===== src/rtl/pipe_ctrl_pkg.sv =====
// Shared types for the pipeline stall/flush controller: FSM state encoding
// and the per-stage {stall,flush} control vector with canned decodes.
package pipe_ctrl_pkg;

  typedef enum logic [1:0] {
    ST_RUN        = 2'd0,
    ST_MEM_WAIT   = 2'd1,
    ST_MD_WAIT    = 2'd2,
    ST_REDIR_PEND = 2'd3
  } state_e;

  // One pipeline register's control pair; stall and flush must never both be set.
  typedef struct packed {
    logic stall;
    logic flush;
  } stage_ctrl_t;

  // Stage order follows the pipe, front to back.
  typedef struct packed {
    stage_ctrl_t if_id;
    stage_ctrl_t id_ex;
    stage_ctrl_t ex_mem;
    stage_ctrl_t mem_wb;
  } pipe_stage_ctrl_t;

  localparam pipe_stage_ctrl_t CTRL_NONE = '0;

  // Data-memory wait: freeze everything up to EX/MEM, bubble into WB.
  function automatic pipe_stage_ctrl_t ctrl_mem_freeze();
    pipe_stage_ctrl_t c;
    c              = CTRL_NONE;
    c.if_id.stall  = 1'b1;
    c.id_ex.stall  = 1'b1;
    c.ex_mem.stall = 1'b1;
    c.mem_wb.flush = 1'b1;
    return c;
  endfunction

  // Taken redirect: kill the three younger instructions.
  function automatic pipe_stage_ctrl_t ctrl_redirect_flush();
    pipe_stage_ctrl_t c;
    c              = CTRL_NONE;
    c.if_id.flush  = 1'b1;
    c.id_ex.flush  = 1'b1;
    c.ex_mem.flush = 1'b1;
    return c;
  endfunction

  // Mul/div busy: hold IF/ID and ID/EX, bubble into MEM.
  function automatic pipe_stage_ctrl_t ctrl_md_hold();
    pipe_stage_ctrl_t c;
    c              = CTRL_NONE;
    c.if_id.stall  = 1'b1;
    c.id_ex.stall  = 1'b1;
    c.ex_mem.flush = 1'b1;
    return c;
  endfunction

  // Fetch not ready: bubble into ID.
  function automatic pipe_stage_ctrl_t ctrl_fetch_bubble();
    pipe_stage_ctrl_t c;
    c             = CTRL_NONE;
    c.if_id.flush = 1'b1;
    return c;
  endfunction

  // Load-use: hold IF/ID, bubble into EX.
  function automatic pipe_stage_ctrl_t ctrl_load_use();
    pipe_stage_ctrl_t c;
    c             = CTRL_NONE;
    c.if_id.stall = 1'b1;
    c.id_ex.flush = 1'b1;
    return c;
  endfunction

endpackage


===== src/rtl/pipe_ctrl_seq_if.sv =====
// Hazard/event inputs and per-stage control outputs of the pipeline controller.
interface pipe_ctrl_seq_if #(
  parameter int XLEN  = 32,
  parameter int CNT_W = 32
);
  logic            load_use;
  logic            ex_mem_taken;
  logic [XLEN-1:0] ex_mem_target;
  logic            if_busy;
  logic            mem_busy;
  logic            md_start;
  logic            md_done;

  logic             pc_stall;
  logic             pc_redirect;
  logic [XLEN-1:0]  pc_target;
  logic             if_id_stall;
  logic             id_ex_stall;
  logic             ex_mem_stall;
  logic             if_id_flush;
  logic             id_ex_flush;
  logic             ex_mem_flush;
  logic             mem_wb_flush;
  logic             md_busy;
  logic [CNT_W-1:0] stall_cycles;

  // Pipeline side: raises events, consumes controls.
  modport master (
    output load_use, ex_mem_taken, ex_mem_target, if_busy, mem_busy, md_start, md_done,
    input  pc_stall, pc_redirect, pc_target, if_id_stall, id_ex_stall, ex_mem_stall,
           if_id_flush, id_ex_flush, ex_mem_flush, mem_wb_flush, md_busy, stall_cycles
  );

  // Controller side.
  modport slave (
    input  load_use, ex_mem_taken, ex_mem_target, if_busy, mem_busy, md_start, md_done,
    output pc_stall, pc_redirect, pc_target, if_id_stall, id_ex_stall, ex_mem_stall,
           if_id_flush, id_ex_flush, ex_mem_flush, mem_wb_flush, md_busy, stall_cycles
  );
endinterface


===== src/rtl/perf_stall_counter.sv =====
// Enable-gated free-running counter that wraps modulo 2^CNT_W.
module perf_stall_counter #(
  parameter int CNT_W = 32
) (
  input  logic             clk,
  input  logic             rst_n,
  input  logic             en,
  output logic [CNT_W-1:0] count
);

  // Count enabled cycles; natural overflow provides the wrap.
  always_ff @(posedge clk) begin
    if (!rst_n) begin
      count <= '0;
    end else if (en) begin
      count <= count + CNT_W'(1);
    end
  end

endmodule


===== src/rtl/pipe_ctrl_seq.sv =====
// Stall/flush sequencer for the 5-stage pipe. Merges load-use, taken redirect,
// fetch wait, data-memory wait and mul/div wait into one control set per cycle.
module pipe_ctrl_seq
  import pipe_ctrl_pkg::*;
#(
  parameter int XLEN  = 32,
  parameter int CNT_W = 32
) (
  input logic            clk,
  input logic            rst_n,
  pipe_ctrl_seq_if.slave bus
);

  state_e           state_q, state_d;
  logic [XLEN-1:0]  pend_q, pend_d;
  pipe_stage_ctrl_t ctrl;
  logic             pc_stall_c;
  logic             pc_redirect_c;
  logic [XLEN-1:0]  pc_target_c;
  logic             run_eval;
  logic [CNT_W-1:0] cnt;
  logic             unused_mem_wb_stall;

  // State and latched redirect target.
  always_ff @(posedge clk) begin
    // NOTE: sequential state uses non-blocking assignments so every register
    // samples pre-edge values regardless of statement order.
    if (!rst_n) begin
      state_q <= ST_RUN;
      pend_q  <= '0;
    end else begin
      state_q <= state_d;
      pend_q  <= pend_d;
    end
  end

  // Next state and control decode; RUN priority list is shared by every
  // state that falls back to it.
  always_comb begin
    // NOTE: every output of this block is defaulted first, so no path can
    // leave a signal unassigned and infer a latch.
    state_d       = state_q;
    pend_d        = pend_q;
    ctrl          = CTRL_NONE;
    pc_stall_c    = 1'b0;
    pc_redirect_c = 1'b0;
    pc_target_c   = '0;
    run_eval      = 1'b0;

    unique case (state_q)
      // MEM_WAIT with mem_busy still high is exactly RUN rule 1, and with it
      // low the RUN rules apply in the same cycle, so both share the chain.
      ST_RUN, ST_MEM_WAIT: run_eval = 1'b1;
      ST_MD_WAIT: begin
        if (bus.mem_busy) begin
          run_eval = 1'b1;
        end else if (!bus.md_done) begin
          ctrl       = ctrl_md_hold();
          pc_stall_c = 1'b1;
        end else begin
          state_d = ST_RUN;
        end
      end
      ST_REDIR_PEND: begin
        ctrl = ctrl_fetch_bubble();
        if (bus.if_busy) begin
          pc_stall_c = 1'b1;
        end else begin
          pc_redirect_c = 1'b1;
          pc_target_c   = pend_q;
          state_d       = ST_RUN;
        end
      end
      default: state_d = ST_RUN;
    endcase

    if (run_eval) begin
      state_d = ST_RUN;
      if (bus.mem_busy) begin
        ctrl       = ctrl_mem_freeze();
        pc_stall_c = 1'b1;
        state_d    = ST_MEM_WAIT;
      end else if (bus.ex_mem_taken && !bus.if_busy) begin
        ctrl          = ctrl_redirect_flush();
        pc_redirect_c = 1'b1;
        pc_target_c   = bus.ex_mem_target;
      end else if (bus.ex_mem_taken) begin
        ctrl       = ctrl_redirect_flush();
        pc_stall_c = 1'b1;
        pend_d     = bus.ex_mem_target;
        state_d    = ST_REDIR_PEND;
      end else if (bus.md_start && !bus.md_done) begin
        ctrl       = ctrl_md_hold();
        pc_stall_c = 1'b1;
        state_d    = ST_MD_WAIT;
      end else if (bus.if_busy) begin
        ctrl       = ctrl_fetch_bubble();
        pc_stall_c = 1'b1;
      end else if (bus.load_use) begin
        ctrl       = ctrl_load_use();
        pc_stall_c = 1'b1;
      end
    end
  end

  perf_stall_counter #(.CNT_W(CNT_W)) u_stall_cnt (
    .clk   (clk),
    .rst_n (rst_n),
    .en    (pc_stall_c),
    .count (cnt)
  );

  // MEM/WB is never held; its stall slot exists only for a uniform vector.
  assign unused_mem_wb_stall = ctrl.mem_wb.stall;

  // All controls read as zero while reset is held.
  assign bus.pc_stall     = rst_n & pc_stall_c;
  assign bus.pc_redirect  = rst_n & pc_redirect_c;
  assign bus.pc_target    = rst_n ? pc_target_c : '0;
  assign bus.if_id_stall  = rst_n & ctrl.if_id.stall;
  assign bus.id_ex_stall  = rst_n & ctrl.id_ex.stall;
  assign bus.ex_mem_stall = rst_n & ctrl.ex_mem.stall;
  assign bus.if_id_flush  = rst_n & ctrl.if_id.flush;
  assign bus.id_ex_flush  = rst_n & ctrl.id_ex.flush;
  assign bus.ex_mem_flush = rst_n & ctrl.ex_mem.flush;
  assign bus.mem_wb_flush = rst_n & ctrl.mem_wb.flush;
  assign bus.md_busy      = rst_n & (state_q == ST_MD_WAIT);
  assign bus.stall_cycles = rst_n ? cnt : '0;

endmodule

===== src/flat_wrapper.sv =====
// flat-port wrapper written by rule: the top's interface ports become plain ports
module pipe_ctrl_seq_flat import pipe_ctrl_pkg::*;
#(
  parameter int XLEN  = 32,
  parameter int CNT_W = 32
)
  (clk, rst_n, bus_load_use, bus_ex_mem_taken, bus_ex_mem_target, bus_if_busy, bus_mem_busy, bus_md_start, bus_md_done, bus_pc_stall, bus_pc_redirect, bus_pc_target, bus_if_id_stall, bus_id_ex_stall, bus_ex_mem_stall, bus_if_id_flush, bus_id_ex_flush, bus_ex_mem_flush, bus_mem_wb_flush, bus_md_busy, bus_stall_cycles);
  pipe_ctrl_seq_if #(.XLEN(XLEN), .CNT_W(CNT_W)) bus_i ();
  input logic clk;
  input logic rst_n;
  input wire logic [$bits(bus_i.load_use)-1:0] bus_load_use;
  input wire logic [$bits(bus_i.ex_mem_taken)-1:0] bus_ex_mem_taken;
  input wire logic [$bits(bus_i.ex_mem_target)-1:0] bus_ex_mem_target;
  input wire logic [$bits(bus_i.if_busy)-1:0] bus_if_busy;
  input wire logic [$bits(bus_i.mem_busy)-1:0] bus_mem_busy;
  input wire logic [$bits(bus_i.md_start)-1:0] bus_md_start;
  input wire logic [$bits(bus_i.md_done)-1:0] bus_md_done;
  output wire logic [$bits(bus_i.pc_stall)-1:0] bus_pc_stall;
  output wire logic [$bits(bus_i.pc_redirect)-1:0] bus_pc_redirect;
  output wire logic [$bits(bus_i.pc_target)-1:0] bus_pc_target;
  output wire logic [$bits(bus_i.if_id_stall)-1:0] bus_if_id_stall;
  output wire logic [$bits(bus_i.id_ex_stall)-1:0] bus_id_ex_stall;
  output wire logic [$bits(bus_i.ex_mem_stall)-1:0] bus_ex_mem_stall;
  output wire logic [$bits(bus_i.if_id_flush)-1:0] bus_if_id_flush;
  output wire logic [$bits(bus_i.id_ex_flush)-1:0] bus_id_ex_flush;
  output wire logic [$bits(bus_i.ex_mem_flush)-1:0] bus_ex_mem_flush;
  output wire logic [$bits(bus_i.mem_wb_flush)-1:0] bus_mem_wb_flush;
  output wire logic [$bits(bus_i.md_busy)-1:0] bus_md_busy;
  output wire logic [$bits(bus_i.stall_cycles)-1:0] bus_stall_cycles;
  assign bus_i.load_use = bus_load_use;
  assign bus_i.ex_mem_taken = bus_ex_mem_taken;
  assign bus_i.ex_mem_target = bus_ex_mem_target;
  assign bus_i.if_busy = bus_if_busy;
  assign bus_i.mem_busy = bus_mem_busy;
  assign bus_i.md_start = bus_md_start;
  assign bus_i.md_done = bus_md_done;
  assign bus_pc_stall = bus_i.pc_stall;
  assign bus_pc_redirect = bus_i.pc_redirect;
  assign bus_pc_target = bus_i.pc_target;
  assign bus_if_id_stall = bus_i.if_id_stall;
  assign bus_id_ex_stall = bus_i.id_ex_stall;
  assign bus_ex_mem_stall = bus_i.ex_mem_stall;
  assign bus_if_id_flush = bus_i.if_id_flush;
  assign bus_id_ex_flush = bus_i.id_ex_flush;
  assign bus_ex_mem_flush = bus_i.ex_mem_flush;
  assign bus_mem_wb_flush = bus_i.mem_wb_flush;
  assign bus_md_busy = bus_i.md_busy;
  assign bus_stall_cycles = bus_i.stall_cycles;
  pipe_ctrl_seq #(.XLEN(XLEN), .CNT_W(CNT_W)) u_core (.clk(clk), .rst_n(rst_n), .bus(bus_i));
endmodule

===== config.mk =====
export PLATFORM = sky130hd
export DESIGN_NAME = pipe_ctrl_seq_flat
export DESIGN_NICKNAME = d
export VERILOG_FILES = /design/src/rtl/pipe_ctrl_pkg.sv /design/src/rtl/pipe_ctrl_seq_if.sv /design/src/rtl/perf_stall_counter.sv /design/src/rtl/pipe_ctrl_seq.sv /design/src/flat_wrapper.sv
export SDC_FILE = /design/constraint.sdc
export NUM_CORES = 1
export LEC_CHECK = 0
export BUFFER_PORTS_ARGS = -buffer_cell sky130_fd_sc_hd__buf_2
export CORE_MARGIN = 2
export CORE_UTILIZATION = 25
export DETAILED_ROUTE_END_ITERATION = 7
export PLACE_DENSITY = 0.53
export SLEW_MARGIN = 40
export SYNTH_ARGS = -nofsm -noshare
export SYNTH_HDL_FRONTEND = slang
export SYNTH_SLANG_ARGS = --single-unit

===== constraint.sdc =====
create_clock -name clk -period 2.9 [get_ports clk]
set_input_delay 0.145 -clock clk [delete_from_list [all_inputs] [get_ports clk]]
set_output_delay 0.145 -clock clk [all_outputs]
set_load 0.01 [all_outputs]

==> metrics.md <==
| Metric | Value |
|---|---|
| Fin. Hold Viols | 0 |
| Post-CTS setup buffers | 0 |
| Reg-to-Reg End | u_core.u_stall_cnt.count[31]$_SDFFE_PN0P_ |
| Most frequent cells after synthesis | 149 x nand2_1, 96 x a21oi_1, 66 x dfxtp_1, 34 x clkbuf_1, 30 x and2_1 |
| FF+latch count, synth | 66 |
| Initial DRC Count | 176 |
| Hold Crit Class | input port to register |
| Part of the cycle the worst path needs | 0.870 |
| Worst Max-Slew Pin Slew | 724 ps |
| I/O Buffers | 113 |
| Via-to-Cell Ratio | 4.88 |
| CTS buffer count | 9 |
| Worst r2r path cells | 5 |
| Setup_tns | 0 ps |
| Hold slack final | 57.8 ps |
| FMAX | 396 MHz |
| PD cells | 521 nW/um^2 |
| Combinational share of power | 0.089 |
| Yosys top cell by area | dfxtp_1 |
| Die Span X | about 120 um |
| Synth top area share | 0.363 |
| Post-DRT Antenna Nets | 0 |
| Asr flop ratio synth | 0 |
| VDD IR max | 275 uV |
| Initial antenna violation count | 1 |
| Drt pass-1 iters | 4 |
| Worst-path clk slew | 60 ps |
| Vias | 3968 |
| Post-synthesis sequential area ratio | 0.363 |
| Internal power | 1.87 mW |
| Hold endpoint | u_core.pend_q[20]$_SDFFE_PN0P_ |
| Flop pwr share | 0.387 |
| CP arrival | around 2400 ps |
| Synth warnings | 0 |
| Mean post-synth cell area | 6.89 sq um |
| Share of cells above drive strength 1 | 0.247 |
| Hold Path Cell Cnt | 3 |
| DRC | 0 |
| Clk pwr share | 0.525 |
| EDFF count, synth | 0 |
| Die height | about 120 um |
| Core box area | 14400 sq um |
| Total Wirelength | 10.8 mm |
| Vias in the first global route | 3758 |
| Htree depth | 3 |
| Hold buffer count at cts | 0 |
| Min Clock Period, post-route | 2520 ps |
| RSZ-0062 raised after global routing | false |
| Post-cts gate resize count | 0 |
| Overall routing resource usage | 0.141 |
| Utilization after layout | 0.328 |
| Flop2flop setup slack | 680 ps |
| Fin. max-slew vios | 0 |
| Initial Utilization | 0.254 |
| Crit end category | output pin |
| Reg2reg start | u_core.u_stall_cnt.count[3]$_SDFFE_PN0P_ |
| Outcome | complete, no violations |
| Crit Path Class | register to output pin |
| CP max FO | 17 |
| Leakage | 1.87 nW |
| Mapped Area | 3640 sq um |
| Global route overflow | 0 |
| Min-delay src | bus_ex_mem_target[20] |
| Clock root cell | clkbuf_16 |
| Clock tree buffer depth | 2 |
| DP Wirelength | between 7 and 8 mm |
| Global-route wire length before repair | 17.9 mm |
| Instance count of the mapped netlist | between 500 and 600 |
| Main flop type after synthesis | dfxtp_1 |
| Clock skew | 9.42 ps |
| Max-slew headroom | 0.517 |
| Synth area leaders | dfxtp_1 36%, nand2_1 15%, a21oi_1 13%, and2_1 5.1%, clkbuf_1 3.5% |
| Setup crit start kind | register |
| Data required time of the critical path | ~2800 ps |
| Switching power | 0.582 mW |
| Synth-to-Final Area Change | 29.4% |
| Gpl congestion | between 0.8 and 0.9 |
| Total power | 2.46 mW |
| Routed len/inst | 13.3 um |
| Sink Count | 66 |
| FP Rows | 44 |
| Synth cell types | 46 |
| NumNets Final | 664 |
| Cell with the most instances after synthesis | nand2_1 |
| Final setup violation count | 0 |
| Total die area | 15600 sq um |
| Syn Nets | 570 |
| Largest net degree at the start of global routing | 41 |
| I/O Pins | 114 |
| Max Cap Viol | 0 |
| Clk_lat worst skew | 330 ps |
| Switching Share | 0.237 |
| CTS tree | built |
## power by group through the flow
stage | Sequential (mW) | Clock [mW] | Combinational, mW
6_report | 0.949 | 1.29 | 0.218
3_3_place_gp | 0.968 | 0 | 0.215
4_1_cts | 0.949 | 1.32 | 0.221
3_5_place_dp | 0.969 | 0 | 0.220
5_1_grt | 0.953 | 1.37 | 0.248
2_1_floorplan | 0.963 | 0 | 0.135
## placed cells by master, fill, tap and decap left out, types with 7 or more instances in the layout
| cell | count |
|---|---|
| clkbuf_16 | 9 |
| nand2_1 | 149 |
| and2_1 | 30 |
| or3_1 | 14 |
| buf_4 | 7 |
| inv_1 | 7 |
| a21oi_1 | 96 |
| dfxtp_1 | 66 |
| or4_1 | 7 |
| nand3_1 | 13 |
| nor2_1 | 23 |
| nand4_1 | 9 |
| o21ai_0 | 21 |
| buf_2 | 113 |
| o31ai_1 | 7 |
## worst max-delay path: stages, from the launching register on
cell and delay, ps:
dfxtp_1 410, nor2_1 420, nand2_1 520, buf_4 370
nand2_1 80, a21oi_1 70, buf_2 160
## flip-flops by register name, indices dropped and copies added (netlist names)
name                      cells
u_core.pend_q                32
u_core.u_stall_cnt.count     32
u_core.state_q                2
## per-stage QoR
step | area [sq um] | instances | worst slack, ps
2_1_floorplan | 3640 | 529 | 947
3_3_place_gp | 4360 | 796 | 739
3_5_place_dp | 4360 | 796 | 715
4_1_cts | 4710 | 812 | 365
5_1_grt | 4720 | 813 | 143
6_report | 4720 | 813 | 376
## worst max-delay path by stage
stage / end / startpoint / slack [ps] / depth (start not counted)
6_report: bus_pc_target[9] / u_core.state_q[1]$_SDFFE_PN0P_ / 380 / 6
5_1_grt: bus_pc_target[3] / u_core.state_q[1]$_SDFFE_PN0P_ / 140 / 6
4_1_cts: bus_pc_target[4] / u_core.state_q[1]$_SDFFE_PN0P_ / 370 / 6
3_5_place_dp: u_core.u_stall_cnt.count[31]$_SDFFE_PN0P_ / u_core.u_stall_cnt.count[3]$_SDFFE_PN0P_ / 720 / 5
3_3_place_gp: bus_pc_target[4] / u_core.state_q[1]$_SDFFE_PN0P_ / 740 / 6
2_1_floorplan: u_core.u_stall_cnt.count[31]$_SDFFE_PN0P_ / u_core.u_stall_cnt.count[3]$_SDFFE_PN0P_ / 950 / 6
## kinds of logic after synthesis
logic type | count (synthesis) | share of synthesized area
flip-flops | 66 | 0.363
AND/OR/NAND/NOR | 276 | 0.366
buffers and inverters | 46 | 0.0508
adder cells (fa/ha/maj) | 1 | 0.00343
XOR/XNOR | 1 | 0.00240
multiplexers | 6 | 0.0185
AO/OA/AOI/OAI | 133 | 0.196
## cell type report
type                            instances  area (sq um)
Fill cell                            1568          9650
Multi-Input combinational cell        417          2140
Sequential cell                        66          1320
Timing Repair Buffer                  121           638
Clock buffer                           10           239
Tap cell                              184           230
Clock inverter                          6           114
Inverter                                8          30.0
Antenna cell                            1          2.50
## layer usage
layer / global-route usage / up-vias / wire length [um]
li1: - / 1994 / -
met1: 0.173 / 1856 / 4970
met2: 0.225 / 103 / 4920
met3: 0.0477 / 15 / 677
met4: 0.0595 / 0 / 264
met5: 0 / - / 0
Note: power is estimated with default switching activity, not from simulation.
